--- config.mk ---
export PLATFORM = sky130hd
export DESIGN_NAME = lagarto_dcache_req_responder_flat
export DESIGN_NICKNAME = d
export VERILOG_FILES = /design/src/rtl/lagarto_dcache_req_responder_if.sv /design/src/rtl/lagarto_dcache_req_responder.sv /design/src/flat_wrapper.sv
export SDC_FILE = /design/constraint.sdc
export NUM_CORES = 1
export LEC_CHECK = 0
export ABC_AREA = 0
export CORE_AREA = 10 10 169 171
export DETAILED_ROUTE_END_ITERATION = 10
export DIE_AREA = 0 0 179 181
export GPL_TIMING_DRIVEN = 0
export PLACE_DENSITY = 0.73
export SKIP_LAST_GASP = 1
export SYNTH_ARGS = -nofsm -noshare
export SYNTH_HDL_FRONTEND = slang
export SYNTH_SLANG_ARGS = --single-unit
--- constraint.sdc ---
create_clock -name clk -period 16 [get_ports clk]
set_input_delay 1.6 -clock clk [delete_from_list [all_inputs] [get_ports clk]]
set_output_delay 1.6 -clock clk [all_outputs]
set_load 0.05 [all_outputs]
--- src/rtl/lagarto_dcache_req_responder_if.sv ---
// Split load/store request bus between the core's dcache port and the responder,
// plus the single-outstanding backing memory port.
interface lagarto_dcache_req_responder_if #(
   parameter int DCACHE_INDEX_WIDTH = 12,
   parameter int DCACHE_TAG_WIDTH   = 44
);
   localparam int ADDR_W = DCACHE_TAG_WIDTH + DCACHE_INDEX_WIDTH;

   logic                          ld_req_valid;
   logic [DCACHE_INDEX_WIDTH-1:0] ld_req_index;
   logic [1:0]                    ld_req_size;
   logic                          ld_req_tag_valid;
   logic [DCACHE_TAG_WIDTH-1:0]   ld_req_tag;
   logic                          ld_req_kill;
   logic                          st_req_valid;
   logic [DCACHE_INDEX_WIDTH-1:0] st_req_index;
   logic [DCACHE_TAG_WIDTH-1:0]   st_req_tag;
   logic [63:0]                   st_req_wdata;
   logic [7:0]                    st_req_be;
   logic [1:0]                    st_req_size;

   logic                          mem_req;
   logic                          mem_we;
   logic [ADDR_W-1:0]             mem_addr;
   logic [63:0]                   mem_wdata;
   logic [7:0]                    mem_be;
   logic                          mem_gnt;
   logic                          mem_rvalid;
   logic [63:0]                   mem_rdata;

   logic                          dmem_resp_valid;
   logic [63:0]                   dmem_resp_data;
   logic                          dmem_resp_nack;
   logic                          dmem_xcpt_ma_ld;
   logic                          dmem_xcpt_ma_st;

   // Responder side: takes core requests and memory completions.
   modport slave (
      input  ld_req_valid, ld_req_index, ld_req_size, ld_req_tag_valid, ld_req_tag, ld_req_kill,
      input  st_req_valid, st_req_index, st_req_tag, st_req_wdata, st_req_be, st_req_size,
      output mem_req, mem_we, mem_addr, mem_wdata, mem_be,
      input  mem_gnt, mem_rvalid, mem_rdata,
      output dmem_resp_valid, dmem_resp_data, dmem_resp_nack, dmem_xcpt_ma_ld, dmem_xcpt_ma_st
   );

   // Environment side: the core plus the backing memory.
   modport master (
      output ld_req_valid, ld_req_index, ld_req_size, ld_req_tag_valid, ld_req_tag, ld_req_kill,
      output st_req_valid, st_req_index, st_req_tag, st_req_wdata, st_req_be, st_req_size,
      input  mem_req, mem_we, mem_addr, mem_wdata, mem_be,
      output mem_gnt, mem_rvalid, mem_rdata,
      input  dmem_resp_valid, dmem_resp_data, dmem_resp_nack, dmem_xcpt_ma_ld, dmem_xcpt_ma_st
   );
endinterface

--- src/rtl/lagarto_dcache_req_responder.sv ---
// Dcache-side responder: accepts one load (index then tag phase) or store at a time,
// checks alignment, runs one access on the backing memory and returns a response pulse.
module lagarto_dcache_req_responder #(
   parameter int DCACHE_INDEX_WIDTH = 12,
   parameter int DCACHE_TAG_WIDTH   = 44
) (
   input logic                            clk,
   input logic                            rst,
   lagarto_dcache_req_responder_if.slave  bus
);
   localparam int ADDR_W = DCACHE_TAG_WIDTH + DCACHE_INDEX_WIDTH;

   localparam logic [2:0] IDLE    = 3'd0;
   localparam logic [2:0] LD_TAG  = 3'd1;
   localparam logic [2:0] LD_REQ  = 3'd2;
   localparam logic [2:0] LD_WAIT = 3'd3;
   localparam logic [2:0] ST_REQ  = 3'd4;
   localparam logic [2:0] ST_WAIT = 3'd5;
   localparam logic [2:0] DROP    = 3'd6;

   logic [2:0]                    state;
   logic [DCACHE_INDEX_WIDTH-1:0] idx_q;
   logic [DCACHE_TAG_WIDTH-1:0]   tag_q;
   logic [1:0]                    size_q;
   logic [63:0]                   wdata_q;
   logic [7:0]                    be_q;

   logic                          resp_valid_q;
   logic [63:0]                   resp_data_q;
   logic                          nack_q;
   logic                          ma_ld_q;
   logic                          ma_st_q;

   function automatic logic misaligned(input logic [2:0] off, input logic [1:0] size);
      case (size)
         2'd0:    return 1'b0;
         2'd1:    return off[0];
         2'd2:    return |off[1:0];
         default: return |off;
      endcase
   endfunction

   // Any request that is not taken this cycle is refused, never queued.
   logic refuse;
   assign refuse = (state != IDLE) ? (bus.ld_req_valid | bus.st_req_valid)
                                   : (bus.ld_req_valid & bus.st_req_valid);

   always_ff @(posedge clk or posedge rst) begin
      if (rst) begin
         state        <= IDLE;
         idx_q        <= '0;
         tag_q        <= '0;
         size_q       <= '0;
         wdata_q      <= '0;
         be_q         <= '0;
         resp_valid_q <= 1'b0;
         resp_data_q  <= '0;
         nack_q       <= 1'b0;
         ma_ld_q      <= 1'b0;
         ma_st_q      <= 1'b0;
      end else begin
         resp_valid_q <= 1'b0;
         ma_ld_q      <= 1'b0;
         ma_st_q      <= 1'b0;
         nack_q       <= refuse;
         case (state)
            IDLE: begin
               if (bus.ld_req_valid) begin
                  idx_q  <= bus.ld_req_index;
                  size_q <= bus.ld_req_size;
                  state  <= LD_TAG;
               end else if (bus.st_req_valid) begin
                  if (misaligned(bus.st_req_index[2:0], bus.st_req_size)) begin
                     ma_st_q      <= 1'b1;
                     resp_valid_q <= 1'b1;
                  end else begin
                     idx_q   <= bus.st_req_index;
                     tag_q   <= bus.st_req_tag;
                     size_q  <= bus.st_req_size;
                     wdata_q <= bus.st_req_wdata;
                     be_q    <= bus.st_req_be;
                     state   <= ST_REQ;
                  end
               end
            end
            LD_TAG: begin
               if (bus.ld_req_kill) begin
                  state <= IDLE;
               end else if (bus.ld_req_tag_valid) begin
                  tag_q <= bus.ld_req_tag;
                  if (misaligned(idx_q[2:0], size_q)) begin
                     ma_ld_q      <= 1'b1;
                     resp_valid_q <= 1'b1;
                     state        <= IDLE;
                  end else begin
                     state <= LD_REQ;
                  end
               end
            end
            LD_REQ: begin
               // A kill that lands on the grant cycle still owes memory a completion.
               if (bus.ld_req_kill)  state <= bus.mem_gnt ? DROP : IDLE;
               else if (bus.mem_gnt) state <= LD_WAIT;
            end
            LD_WAIT: begin
               if (bus.ld_req_kill) begin
                  state <= bus.mem_rvalid ? IDLE : DROP;
               end else if (bus.mem_rvalid) begin
                  resp_valid_q <= 1'b1;
                  resp_data_q  <= bus.mem_rdata >> {idx_q[2:0], 3'b000};
                  state        <= IDLE;
               end
            end
            ST_REQ: begin
               if (bus.mem_gnt) state <= ST_WAIT;
            end
            ST_WAIT: begin
               if (bus.mem_rvalid) begin
                  resp_valid_q <= 1'b1;
                  resp_data_q  <= '0;
                  state        <= IDLE;
               end
            end
            DROP: begin
               if (bus.mem_rvalid) state <= IDLE;
            end
            default: state <= IDLE;
         endcase
      end
   end

   logic [ADDR_W-1:0] addr_full;
   assign addr_full = {tag_q, idx_q};

   assign bus.mem_req   = (state == LD_REQ) || (state == ST_REQ);
   assign bus.mem_we    = (state == ST_REQ);
   assign bus.mem_addr  = {addr_full[ADDR_W-1:3], 3'b000};
   assign bus.mem_wdata = wdata_q;
   assign bus.mem_be    = (state == ST_REQ) ? be_q : ((state == LD_REQ) ? 8'hFF : 8'h00);

   assign bus.dmem_resp_valid = resp_valid_q;
   assign bus.dmem_resp_data  = resp_data_q;
   assign bus.dmem_resp_nack  = nack_q;
   assign bus.dmem_xcpt_ma_ld = ma_ld_q;
   assign bus.dmem_xcpt_ma_st = ma_st_q;
endmodule
--- src/flat_wrapper.sv ---
// flat-port wrapper written by rule: the top's interface ports become plain ports
module lagarto_dcache_req_responder_flat 
#(
   parameter int DCACHE_INDEX_WIDTH = 12,
   parameter int DCACHE_TAG_WIDTH   = 44
)
  (clk, rst, bus_ld_req_valid, bus_ld_req_index, bus_ld_req_size, bus_ld_req_tag_valid, bus_ld_req_tag, bus_ld_req_kill, bus_st_req_valid, bus_st_req_index, bus_st_req_tag, bus_st_req_wdata, bus_st_req_be, bus_st_req_size, bus_mem_req, bus_mem_we, bus_mem_addr, bus_mem_wdata, bus_mem_be, bus_mem_gnt, bus_mem_rvalid, bus_mem_rdata, bus_dmem_resp_valid, bus_dmem_resp_data, bus_dmem_resp_nack, bus_dmem_xcpt_ma_ld, bus_dmem_xcpt_ma_st);
  lagarto_dcache_req_responder_if #(.DCACHE_INDEX_WIDTH(DCACHE_INDEX_WIDTH), .DCACHE_TAG_WIDTH(DCACHE_TAG_WIDTH)) bus_i ();
  input logic clk;
  input logic rst;
  input wire logic [$bits(bus_i.ld_req_valid)-1:0] bus_ld_req_valid;
  input wire logic [$bits(bus_i.ld_req_index)-1:0] bus_ld_req_index;
  input wire logic [$bits(bus_i.ld_req_size)-1:0] bus_ld_req_size;
  input wire logic [$bits(bus_i.ld_req_tag_valid)-1:0] bus_ld_req_tag_valid;
  input wire logic [$bits(bus_i.ld_req_tag)-1:0] bus_ld_req_tag;
  input wire logic [$bits(bus_i.ld_req_kill)-1:0] bus_ld_req_kill;
  input wire logic [$bits(bus_i.st_req_valid)-1:0] bus_st_req_valid;
  input wire logic [$bits(bus_i.st_req_index)-1:0] bus_st_req_index;
  input wire logic [$bits(bus_i.st_req_tag)-1:0] bus_st_req_tag;
  input wire logic [$bits(bus_i.st_req_wdata)-1:0] bus_st_req_wdata;
  input wire logic [$bits(bus_i.st_req_be)-1:0] bus_st_req_be;
  input wire logic [$bits(bus_i.st_req_size)-1:0] bus_st_req_size;
  output wire logic [$bits(bus_i.mem_req)-1:0] bus_mem_req;
  output wire logic [$bits(bus_i.mem_we)-1:0] bus_mem_we;
  output wire logic [$bits(bus_i.mem_addr)-1:0] bus_mem_addr;
  output wire logic [$bits(bus_i.mem_wdata)-1:0] bus_mem_wdata;
  output wire logic [$bits(bus_i.mem_be)-1:0] bus_mem_be;
  input wire logic [$bits(bus_i.mem_gnt)-1:0] bus_mem_gnt;
  input wire logic [$bits(bus_i.mem_rvalid)-1:0] bus_mem_rvalid;
  input wire logic [$bits(bus_i.mem_rdata)-1:0] bus_mem_rdata;
  output wire logic [$bits(bus_i.dmem_resp_valid)-1:0] bus_dmem_resp_valid;
  output wire logic [$bits(bus_i.dmem_resp_data)-1:0] bus_dmem_resp_data;
  output wire logic [$bits(bus_i.dmem_resp_nack)-1:0] bus_dmem_resp_nack;
  output wire logic [$bits(bus_i.dmem_xcpt_ma_ld)-1:0] bus_dmem_xcpt_ma_ld;
  output wire logic [$bits(bus_i.dmem_xcpt_ma_st)-1:0] bus_dmem_xcpt_ma_st;
  assign bus_i.ld_req_valid = bus_ld_req_valid;
  assign bus_i.ld_req_index = bus_ld_req_index;
  assign bus_i.ld_req_size = bus_ld_req_size;
  assign bus_i.ld_req_tag_valid = bus_ld_req_tag_valid;
  assign bus_i.ld_req_tag = bus_ld_req_tag;
  assign bus_i.ld_req_kill = bus_ld_req_kill;
  assign bus_i.st_req_valid = bus_st_req_valid;
  assign bus_i.st_req_index = bus_st_req_index;
  assign bus_i.st_req_tag = bus_st_req_tag;
  assign bus_i.st_req_wdata = bus_st_req_wdata;
  assign bus_i.st_req_be = bus_st_req_be;
  assign bus_i.st_req_size = bus_st_req_size;
  assign bus_mem_req = bus_i.mem_req;
  assign bus_mem_we = bus_i.mem_we;
  assign bus_mem_addr = bus_i.mem_addr;
  assign bus_mem_wdata = bus_i.mem_wdata;
  assign bus_mem_be = bus_i.mem_be;
  assign bus_i.mem_gnt = bus_mem_gnt;
  assign bus_i.mem_rvalid = bus_mem_rvalid;
  assign bus_i.mem_rdata = bus_mem_rdata;
  assign bus_dmem_resp_valid = bus_i.dmem_resp_valid;
  assign bus_dmem_resp_data = bus_i.dmem_resp_data;
  assign bus_dmem_resp_nack = bus_i.dmem_resp_nack;
  assign bus_dmem_xcpt_ma_ld = bus_i.dmem_xcpt_ma_ld;
  assign bus_dmem_xcpt_ma_st = bus_i.dmem_xcpt_ma_st;
  lagarto_dcache_req_responder #(.DCACHE_INDEX_WIDTH(DCACHE_INDEX_WIDTH), .DCACHE_TAG_WIDTH(DCACHE_TAG_WIDTH)) u_core (.clk(clk), .rst(rst), .bus(bus_i));
endmodule
==> flow_summary.json <==
{
  "grt_pass1_wl_um": 59900,
  "ys_ff_latch": 201,
  "switching_share_pct": 45.9,
  "coreArea_um2": 25000,
  "max_stage_delay_ps": 930,
  "max_cap_violations": 0,
  "async_reset_ff_share_pct": 100,
  "track_usage_pct": 24.3,
  "ys_top_cells_by_count": "dfrtp_1, mux2_2, o22ai_1, inv_1, mux2i_1",
  "clockBufferDepth": 3,
  "synth_seq_area_share_pct": 51.0,
  "drt_pass1_iterations": 5,
  "clock_sinks": 201,
  "fin_nets": 1564,
  "viasPerCell": 5.22,
  "rsz0062_at_grt": "false",
  "end_kind": "output pin",
  "hp-start": "u_core.bus.dmem_resp_data[2]",
  "post_cts_buffers": 0,
  "cts_tree": "yes",
  "clk_root_buffer_cell": "clkbuf_16",
  "wl_um": 41100,
  "numCtsBuffers": 23,
  "dp_cells": 1609,
  "die_area_um2": 32400,
  "max_freq_mhz": 230,
  "avgSynthCellArea_um2": 12.0,
  "hold_viol_final": 0,
  "worstPathRequired_ps": 14400,
  "crit_path_frequent_cell": "clkbuf_1",
  "cts-resized-gates": 0,
  "finalNonFillerCells": 1655,
  "row_count": 58,
  "holdCritPathClass": "reg -> reg",
  "start_kind": "register",
  "clock_latency_ps": 500,
  "hold_path_depth": 2,
  "grt_overflow_total": 0,
  "cts_hold_buffers": 0,
  "cp_max_fo": 10,
  "path_class": "reg -> out",
  "hold_end": "u_core.bus.dmem_resp_data[2]",
  "power_frac_seq_pct": 24.2,
  "path_clk_slew_ps": 60,
  "fp.dieH_um": 181,
  "yosysWarnings": 0,
  "die_w_um": 179,
  "worstPathArrival_ps": 2750,
  "setup_violations": 0,
  "r2r_slack_ps": 13290,
  "antenna_left": 0,
  "peakVddDrop_mv": 0.135,
  "boundaryPins": 458,
  "synth_area_leader_cell": "dfrtp_1",
  "post_dp_cell_area_um2": 14900,
  "status": "finished clean",
  "htree_levels": 1,
  "finalCriticalPeriod_ps": 4350,
  "first_global_vias": 9060,
  "pwr_density_cell_nw_per_um2": 209,
  "syn_to_final_growth_pct": 59.6,
  "slew_headroom_pct": 27.2,
  "crit_start": "u_core.state[2]",
  "grt_antenna_before_repair": 8,
  "power.internal_mw": 1.78,
  "post-route-period-util_pct": 27.2,
  "power_leakage_nw": 6.76,
  "grt_max_degree": 122,
  "switching_power_mw": 1.51,
  "wl_per_cell_um": 24.8,
  "reg2reg_to": "u_core.bus.dmem_resp_data[4]",
  "fin_skew_ps": 12.4,
  "vias": 8643,
  "clockPowerShare_pct": 18.0,
  "synth_edf_count": 0,
  "ys_types": 49,
  "path_buf_inv": 4,
  "hpwl_um": 32900,
  "drt_iter0_drc": 795,
  "syn_area_um2": 9860,
  "yosys.area.top_type_share_pct": 51.0,
  "drive_gt1_share_pct": 18.6,
  "portBuffers": 454,
  "whs_ps": 480,
  "worst_pin_slew_ps": 1090,
  "route.detailed.drc": 0,
  "r2r_cells": 6,
  "slowest_stage": "clkdlybuf4s50_1",
  "maxSlewViolCount": 0,
  "fin_setup_tns_ps": 0,
  "stdcell_area_um2": 15700,
  "synth.area.top_cells": "dfrtp_1, mux2_2, mux2i_1, mux4_2, o22ai_1",
  "globalplace.congestion": 0.929,
  "path_cells": "buf_6, clkbuf_1, nand2b_1, clkbuf_1, a21oi_1, clkdlybuf4s50_1",
  "postSynthCellCount": 822,
  "rr_startpoint": "u_core.idx_q[1]",
  "synth.most_common_cell": "dfrtp_1",
  "synth_flop_cell": "dfrtp_1",
  "crit_family": "buffers and inverters",
  "combPwrFrac_pct": 57.9,
  "start_util_pct": 39.4
}
final cells by class:
type	count	area (µm²)
Fill cell	2014	9310
Tap cell	330	413
Clock inverter	8	168
Multi-Input combinational cell	489	4220
Timing Repair Buffer	455	4570
Buffer	77	402
Antenna cell	5	12.5
Sequential cell	201	5030
Clock buffer	33	693
Inverter	57	221
worst max-delay path by stage:
stage / end / slack (ps) / cells after the start
after floorplan: u_core.be_q[0] / 8920 / 1
after global placement: u_core.bus.dmem_resp_data[62] / 6020 / 2
after detailed placement: u_core.tag_q[27] / 11750 / 7
after CTS: bus_mem_be[5] / 11640 / 6
after global routing: bus_mem_be[3] / 11540 / 5
final: bus_mem_be[5] / 11650 / 6
metal layers:
layer | wire length, µm | up-vias | track usage (%)
li1 | - | 3951 | -
met1 | 15800 | 4230 | 28.9
met2 | 20500 | 400 | 41.3
met3 | 3710 | 58 | 7.38
met4 | 1060 | 4 | 6.65
met5 | 26 | - | 0
worst register-to-register path: cells and delay by family, from the launching register on:
| kind | cells | cell delay [ps] |
|---|---|---|
| mux | 2 | 650 |
| buf+inv | 3 | 1460 |
| compound gates | 1 | 160 |
| flops | 1 | 310 |
flip-flops by register name, indices dropped and copies added (netlist names):
register,cells
u_core.size_q,2
u_core.bus.dmem_xcpt_ma_st,1
u_core.bus.dmem_resp_nack,1
u_core.bus.dmem_resp_data,64
u_core.bus.mem_wdata,64
u_core.bus.dmem_xcpt_ma_ld,1
u_core.idx_q,12
u_core.tag_q,44
u_core.bus.dmem_resp_valid,1
u_core.be_q,8
u_core.state,3
layout by cell type (no fill, tap or decap), types with 20 or more instances in the layout:
cell and instances:
clkdlybuf4s50_1 454, dfrtp_1 201, mux2_2 105, o22ai_1 59
inv_1 55, mux2i_1 53, nand2_1 52, a22o_1 41
a21oi_2 40, clkbuf_1 38, o21ai_0 35, clkbuf_16 23
mux4_2 22, a21oi_1 20
cells by family (layout without fill, tap and decap cells):
| family | after synthesis | count (layout) | share of synthesized area, % |
|---|---|---|---|
| other | 1 | 8 | 0.0380 |
| AOI/OAI and AO/OA | 222 | 222 | 16.0 |
| adders and majority gates | 1 | 1 | 0.102 |
| DFF | 201 | 201 | 51.0 |
| and+or+nand+nor | 83 | 83 | 4.13 |
| buffers and inverters | 134 | 630 | 6.25 |
| muxes | 180 | 180 | 22.4 |
power by group through the flow:
stage | Sequential, mW | Combinational, mW | Clock, mW
floorplan | 1.32 | 0.697 | 0
global placement | 0.792 | 1.88 | 0
detailed placement | 0.799 | 1.90 | 0
CTS | 0.793 | 1.90 | 0.603
global route | 0.814 | 1.99 | 0.623
finish | 0.793 | 1.90 | 0.591
through the flow:
stage	total power [mW]	setup slack [ps]	util (%)
6_report	3.28	11650	62.8
5_1_grt	3.43	11540	62.8
3_5_place_dp	2.70	11750	59.3
2_1_floorplan	2.02	8920	-
3_3_place_gp	2.68	6020	59.2
4_1_cts	3.30	11640	62.8
(Power assumes the default switching activity.)
